<file path="config.mk">
export PLATFORM = sky130hd
export DESIGN_NAME = fp16_mul_seq
export DESIGN_NICKNAME = d
export VERILOG_FILES = /design/src/rtl/fp16_mul_seq.sv
export SDC_FILE = /design/constraint.sdc
export NUM_CORES = 1
export LEC_CHECK = 0
export BUFFER_PORTS_ARGS = -buffer_cell sky130_fd_sc_hd__buf_4
export CORE_AREA = 2 2 74 76
export DETAILED_ROUTE_END_ITERATION = 16
export DIE_AREA = 0 0 76 78
export GPL_TIMING_DRIVEN = 0
export PLACE_DENSITY = 0.8
export RECOVER_POWER = 50
export SLEW_MARGIN = 40
export SYNTH_ARGS = -nofsm -noshare
export SYNTH_HDL_FRONTEND = slang
export SYNTH_SLANG_ARGS = --single-unit
</file>
<file path="constraint.sdc">
create_clock -name clk -period 6.03 [get_ports clk]
set_clock_uncertainty 0.2 [all_clocks]
set_input_delay 1.5075 -clock clk [delete_from_list [all_inputs] [get_ports clk]]
set_output_delay 1.5075 -clock clk [all_outputs]
set_load 0.03 [all_outputs]
</file>
<file path="src/rtl/fp16_mul_seq.sv">
// Byte-serial FP16 multiply sequencer: gathers two FP16 operands a byte at a time, launches an
// external multiplier, and returns the product low byte first. `FP_ZERO_BYPASS_EN` short-circuits zero operands.
module fp16_mul_seq #(
  parameter int MUL_TIMEOUT = 15
) (
  input  logic        clk,
  input  logic        rst_n,
  input  logic        ena,
  input  logic        start,
  input  logic [7:0]  a_byte,
  input  logic [7:0]  b_byte,
  output logic [15:0] mul_a,
  output logic [15:0] mul_b,
  output logic        mul_start,
  input  logic        mul_done,
  input  logic [15:0] mul_result,
  output logic [7:0]  res_byte,
  output logic        res_valid,
  output logic        busy,
  output logic        err
);

  typedef enum logic [2:0] {
    IDLE    = 3'd0,
    LOAD_HI = 3'd1,
    ISSUE   = 3'd2,
    WAIT    = 3'd3,
    OUT_LO  = 3'd4,
    OUT_HI  = 3'd5
  } state_t;

  // Last WAIT cycle index before the multiplier is declared hung.
  localparam logic [7:0] TO_LAST = 8'(MUL_TIMEOUT - 1);

  state_t      state;
  logic [15:0] result;
  logic [7:0]  cnt;
  logic        mul_start_q;
  logic        res_valid_q;
  logic [7:0]  res_byte_q;

`ifdef FP_ZERO_BYPASS_EN
  logic [15:0] a_full;
  logic [15:0] b_full;
  logic        zero_hit;

  assign a_full   = {a_byte, mul_a[7:0]};
  assign b_full   = {b_byte, mul_b[7:0]};
  assign zero_hit = (a_full[14:0] == 15'd0) || (b_full[14:0] == 15'd0);
`endif

  always_ff @(posedge clk or negedge rst_n) begin
    if (!rst_n) begin
      state       <= IDLE;
      mul_a       <= 16'h0000;
      mul_b       <= 16'h0000;
      result      <= 16'h0000;
      cnt         <= 8'h00;
      mul_start_q <= 1'b0;
      res_valid_q <= 1'b0;
      res_byte_q  <= 8'h00;
      err         <= 1'b0;
    end else if (ena) begin
      case (state)
        IDLE: begin
          if (start) begin
            mul_a[7:0] <= a_byte;
            mul_b[7:0] <= b_byte;
            err        <= 1'b0;
            cnt        <= 8'h00;
            state      <= LOAD_HI;
          end
        end
        LOAD_HI: begin
          mul_a[15:8] <= a_byte;
          mul_b[15:8] <= b_byte;
`ifdef FP_ZERO_BYPASS_EN
          if (zero_hit) begin
            result      <= {a_byte[7] ^ b_byte[7], 15'h0000};
            res_byte_q  <= 8'h00;
            res_valid_q <= 1'b1;
            state       <= OUT_LO;
          end else begin
            mul_start_q <= 1'b1;
            state       <= ISSUE;
          end
`else
          mul_start_q <= 1'b1;
          state       <= ISSUE;
`endif
        end
        ISSUE: begin
          mul_start_q <= 1'b0;
          state       <= WAIT;
        end
        WAIT: begin
          // A done arriving on the final timeout cycle still delivers the real product.
          if (mul_done) begin
            result      <= mul_result;
            res_byte_q  <= mul_result[7:0];
            res_valid_q <= 1'b1;
            state       <= OUT_LO;
          end else if (cnt == TO_LAST) begin
            err         <= 1'b1;
            result      <= 16'h7E00;
            res_byte_q  <= 8'h00;
            res_valid_q <= 1'b1;
            state       <= OUT_LO;
          end else begin
            cnt <= cnt + 8'd1;
          end
        end
        OUT_LO: begin
          res_byte_q <= result[15:8];
          state      <= OUT_HI;
        end
        OUT_HI: begin
          res_valid_q <= 1'b0;
          res_byte_q  <= 8'h00;
          state       <= IDLE;
        end
        default: begin
          mul_start_q <= 1'b0;
          res_valid_q <= 1'b0;
          res_byte_q  <= 8'h00;
          state       <= IDLE;
        end
      endcase
    end
  end

  // Pulses are masked while frozen so a stalled ISSUE/OUT state never leaks a second strobe.
  assign mul_start = mul_start_q & ena;
  assign res_valid = res_valid_q & ena;
  assign res_byte  = res_valid ? res_byte_q : 8'h00;
  assign busy      = (state != IDLE);

endmodule

</file>
==> Yosys cells after proc, flatten, opt, wreduce, memory -nomap -nowiden <==
Cells that the tools add are included.
Widths: inputs -> output; s select.
{ "classes": {"addsub": 1, "n_eq_ne": 11, "n_mux": 21, "n_bitwise": 5, "n_reduce_logical": 16} }
{ "ops": {"columns": ["cell", "n"], "rows": [
  ["$mux 8", 6],
  ["$mux 16", 2],
  ["$pmux 8 s3", 1],
  ["$pmux 8 s2", 1],
  ["$pmux 3 s5", 1],
  ["$reduce_and 3->1", 5],
  ["$reduce_and 5->1", 2],
  ["$mux 3", 3],
  ["$add 8x1->8 const B", 1],
  ["$eq 8x4->1 const B", 1],
  ["$ne 2x2->1 const B", 4],
  ["$reduce_or 4->1", 2],
  ["$eq 3x2->1 const B", 2],
  ["$eq 3x3->1 const B", 2],
  ["$pmux 1 s2", 3],
  ["$mux 1", 4],
  ["$reduce_and 2->1", 2],
  ["$reduce_bool 2->1", 2],
  ["$eq 3x1->1 const B", 1],
  ["$logic_not 3->1", 1],
  ["$ne 3x3->1 const B", 1],
  ["$not 1->1", 3],
  ["$reduce_bool 3->1", 1],
  ["$reduce_or 3->1", 1],
  ["$and 1x1->1", 2]
]} }
{ "totals": {"ff_bits": 70, "inputBits": 37, "out_inout_bits": 44, "wordCells": 65} }

==> Longest topological paths before layout <==
{ "logic_depth": {"depth_word": 4, "ltp_mapped": 6, "mapped_depth_nobuf": 6} }

==> Worst setup path before layout <==
OpenSTA, ideal clock, no wires.
{ "synth_timing": {"path_kind": "input-to-output", "startpoint": "input ena", "endpoint": "output res_byte[1]", "t_arrival_ns": 2.052, "required_ns": 4.322, "setup_slack_ns": 2.271, "stages": 2, "path_buffers": 1, "path_cell_list": "clkbuf_1 -> and3_1"} }
{ "synth_via": {"elab_chain_cells": 2} }
{ "synth_lines": {"columns": ["item", "line_no", "text"], "rows": [
  ["from (decl)", "8", "input logic ena,"],
  ["$and 1x1->1", "134", "assign res_valid = res_valid_q & ena;"],
  ["$mux 8", "135", "assign res_byte = res_valid ? res_byte_q : 8'h00;"],
  ["to (decl)", "17", "output logic [7:0] res_byte,"]
]} }
No other way between the ends.

==> flow_summary.yaml <==
status:
  status: "finished, violations left"
  violations: "capacitance limit, slew limit"
worst_setup_path:
  cp.required_ns: 5.54
  reg2reg_depth: 6
  critPathTopFamily: "buffers and inverters"
  endpoint_kind: "asynchronous set/reset pin"
  reg2reg_slack_ns: 2.89
  cp_data_arrival_time_ns: 3.78
  timing.rr.end: "res_byte_q[3]$_DFFE_PN0P_"
  path_cells: "clkbuf_1"
  critPathLaunchType: "primary input"
  reg2reg_from: "cnt[0]$_DFFE_PN0P_"
  cp_slowest_cell: "clkbuf_1"
  path_buf_inv: 1
  crit_type: "in -> async"
  slowest_delay_ns: 2.23
  worstPathMaxFanout: 62
synth:
  synth_top_flop_cell: "dfrtp_1"
  syn_area_per_cell_um2: 12.50
  synth-edff-count: 0
  yosysTopAreaCell: "dfrtp_1"
  netlist_instances: 221
  synth_top_area_share_pct: 56.18
  syn_nets: 260
  ys_top_cells_by_area: "dfrtp_1 56%, mux2_2 16%, a22o_1 3.2%"
  syn-cell-area_mm2: 0.002761
  ys_warn_count: 0
  synth_async_sr_flop_share_pct: 100.0
  synth_seq_cells: 62
  synth-seq-area-share_pct: 56.18
  ys_types: 39
power:
  p_seq_share_pct: 37.2
  power_leakage_nw: 1.710
  internal_power_w: 0.001155
  swShare_pct: 39.26
  clkPwrFrac_pct: 19.2
  power_density_mw_per_mm2: 529.7
  switchingPower_w: 0.0007462
  power_w: 0.001901
  ir_worst_vdd_uv: 362.9
  comb_power_share_pct: 43.6
cts:
  postCtsSetupBuffers: 0
  numCtsBuffers: 9
  htree_levels: 3
  clock-sinks: 62
  cts_tree: "done"
  postCtsHoldBufs: 0
  path_clk_slew_ns: 0.07
  postCtsResizedCells: 0
  clockBufferDepth: 2
  cts-root-buf: "clkbuf_8"
  clock_latency_ns: 0.33
sta:
  worst_slew_pin_slew_ns: 3.221
  setup_tns_ns: 0
  min_period_ns: 4.265
  fmax_ghz: 0.2344
  rsz0062_at_grt: "false"
  fin_crit_sh_pct: 70.74
  finalSetupViolCount: 0
  drv_slew: 72
  maxSlewHeadroom_pct: -114.8
  finalHoldViolCount: 0
  holdWs_ns: 0.3020
min_path:
  hold-path-endpoint: "res_byte_q[4]$_DFFE_PN0P_"
  worstHoldStart: "res_byte_q[4]$_DFFE_PN0P_"
  hold_path_depth: 1
  hold_class: "reg -> reg"
global_routing:
  grt.overflow.total: 0
  grt_pass1_vias: 2146
  grt_max_degree: 63
  antenna_found_initial: 0
  grt_pass1_wl_um: 9880
  track_usage_pct: 21.45
finish:
  area_delta_synth_final_pct: 29.95
  drive_gt1_share_pct: 41.64
  insertedDiodeCount: 0
  nets: 351
  fin_util_pct: 71.17
  fillers: 370
die:
  die_width_um: 76
  die_area_mm2: 0.005928
  die_h_um: 78
  coreArea_mm2: 0.005042
  io_pins: 81
  start_util_pct: 54.76
  core.rowCount: 26
drt:
  dr_wl_met2_um: 2722
  drc: 0
  wl_met3_um: 532
  drt-met1-wl_um: 2602
  viasPerCell: 5.401
  top_layer: "met4"
  vias: 2090
  drt_wl_total_um: 5944
  firstDrtPassIters: 4
  first_iter_violations: 176
  wl_per_cell_um: 15.36
  antenna_left: 0
place:
  dpl.hpwl_um: 4141
  io_buffers: 80
  place_congestion: 0.8312
flow_run:
  cap_violations: 1
## sequential cells by signal, summed over array words and instances, names as in the netlist
signal,cells
res_valid_q,1
mul_a,16
mul_start_q,1
res_byte_q,8
mul_b,16
result,8
err,1
cnt,8
state,3
## metal layers
| metal | GRT usage (%) | up-vias |
|---|---|---|
| met5 | 0 | - |
| met4 | 9.455 | 0 |
| met3 | 9.535 | 6 |
| met2 | 32.68 | 64 |
| met1 | 26.58 | 1014 |
| li1 | - | 1006 |
## how the worst max path moves through the flow
stage | depth (start not counted) | slack [ns] | end | start
after detailed placement | 4 | 1.97 | res_byte[6] | ena
after global placement | 4 | 1.98 | res_byte[3] | ena
final | 1 | 1.76 | cnt[5]$_DFFE_PN0P_ | rst_n
after CTS | 4 | 1.96 | res_byte[6] | ena
after floorplan | 2 | 2.27 | res_byte[1] | ena
after global routing | 1 | 1.01 | cnt[6]$_DFFE_PN0P_ | rst_n
## area by class of cell
| cell class | count | area [um^2] | area share (%) |
|---|---|---|---|
| flip-flops and latches | 62 | 1551 | 43.24 |
| multi-input cells | 145 | 1135 | 31.62 |
| repair buffers | 80 | 551.8 | 15.38 |
| clock buffers | 12 | 155.1 | 4.324 |
| well taps | 70 | 87.58 | 2.441 |
| clock inverters | 4 | 45.04 | 1.255 |
| plain buffers | 8 | 40.04 | 1.116 |
| inverters | 6 | 22.52 | 0.6276 |
## power by group through the flow
stage / Clock (W) / Combinational, W / Sequential [W]
2_1_floorplan: 0 / 0.000360 / 0.000911
3_3_place_gp: 0 / 0.000855 / 0.000703
3_5_place_dp: 0 / 0.000872 / 0.000712
4_1_cts: 0.000370 / 0.000874 / 0.000708
5_1_grt: 0.000389 / 0.000893 / 0.000732
6_report: 0.000364 / 0.000829 / 0.000707
## logic make-up (layout without fill, tap and decap cells)
| group | after synthesis | in the layout | share of synthesized area [%] |
|---|---|---|---|
| compound gates | 49 | 49 | 12.60 |
| flops | 62 | 62 | 56.18 |
| buf+inv | 14 | 110 | 2.266 |
| mux | 41 | 41 | 16.67 |
| fa+ha+maj | 2 | 2 | 0.9061 |
| simple gates | 53 | 53 | 11.37 |
## stage by stage
| step | std cells | worst slack (ns) | area (um^2) |
|---|---|---|---|
| after floorplan | 221 | 2.271 | 2761 |
| after global placement | 371 | 1.976 | 3450 |
| after detailed placement | 371 | 1.965 | 3455 |
| after CTS | 387 | 1.962 | 3655 |
| after global routing | 387 | 1.010 | 3588 |
| final | 387 | 1.765 | 3588 |
## cell usage after synthesis, drive strengths merged (2+ instances only)
cell type	n
and2	2
dfrtp	62
a31oi	4
o22a	6
a22o	10
nand2	9
inv	5
nor3	6
clkbuf	2
nand4	2
nand3	4
ha	2
buf	6
nor3b	2
a21oi	8
and3	10
o21ai	15
nor2	9
mux2	40
## placed cells by master (no fill, tap or decap), types with 2 or more instances in the layout
| cell | n |
|---|---|
| buf_4 | 68 |
| dfrtp_1 | 62 |
| mux2_2 | 40 |
| clkbuf_1 | 16 |
| o21ai_0 | 14 |
| clkbuf_8 | 11 |
| and3_1 | 10 |
| a22o_1 | 10 |
| nor2_1 | 9 |
| nand2_1 | 8 |
| a21oi_1 | 8 |
| o22a_1 | 6 |
| inv_1 | 5 |
| buf_2 | 5 |
| nor3_1 | 5 |
| nand3_1 | 4 |
| a31oi_1 | 4 |
| clkinv_2 | 3 |
| and2_1 | 2 |
| nor3b_1 | 2 |
| nand4_1 | 2 |
| ha_1 | 2 |
Power figures use the tool's default switching activity.
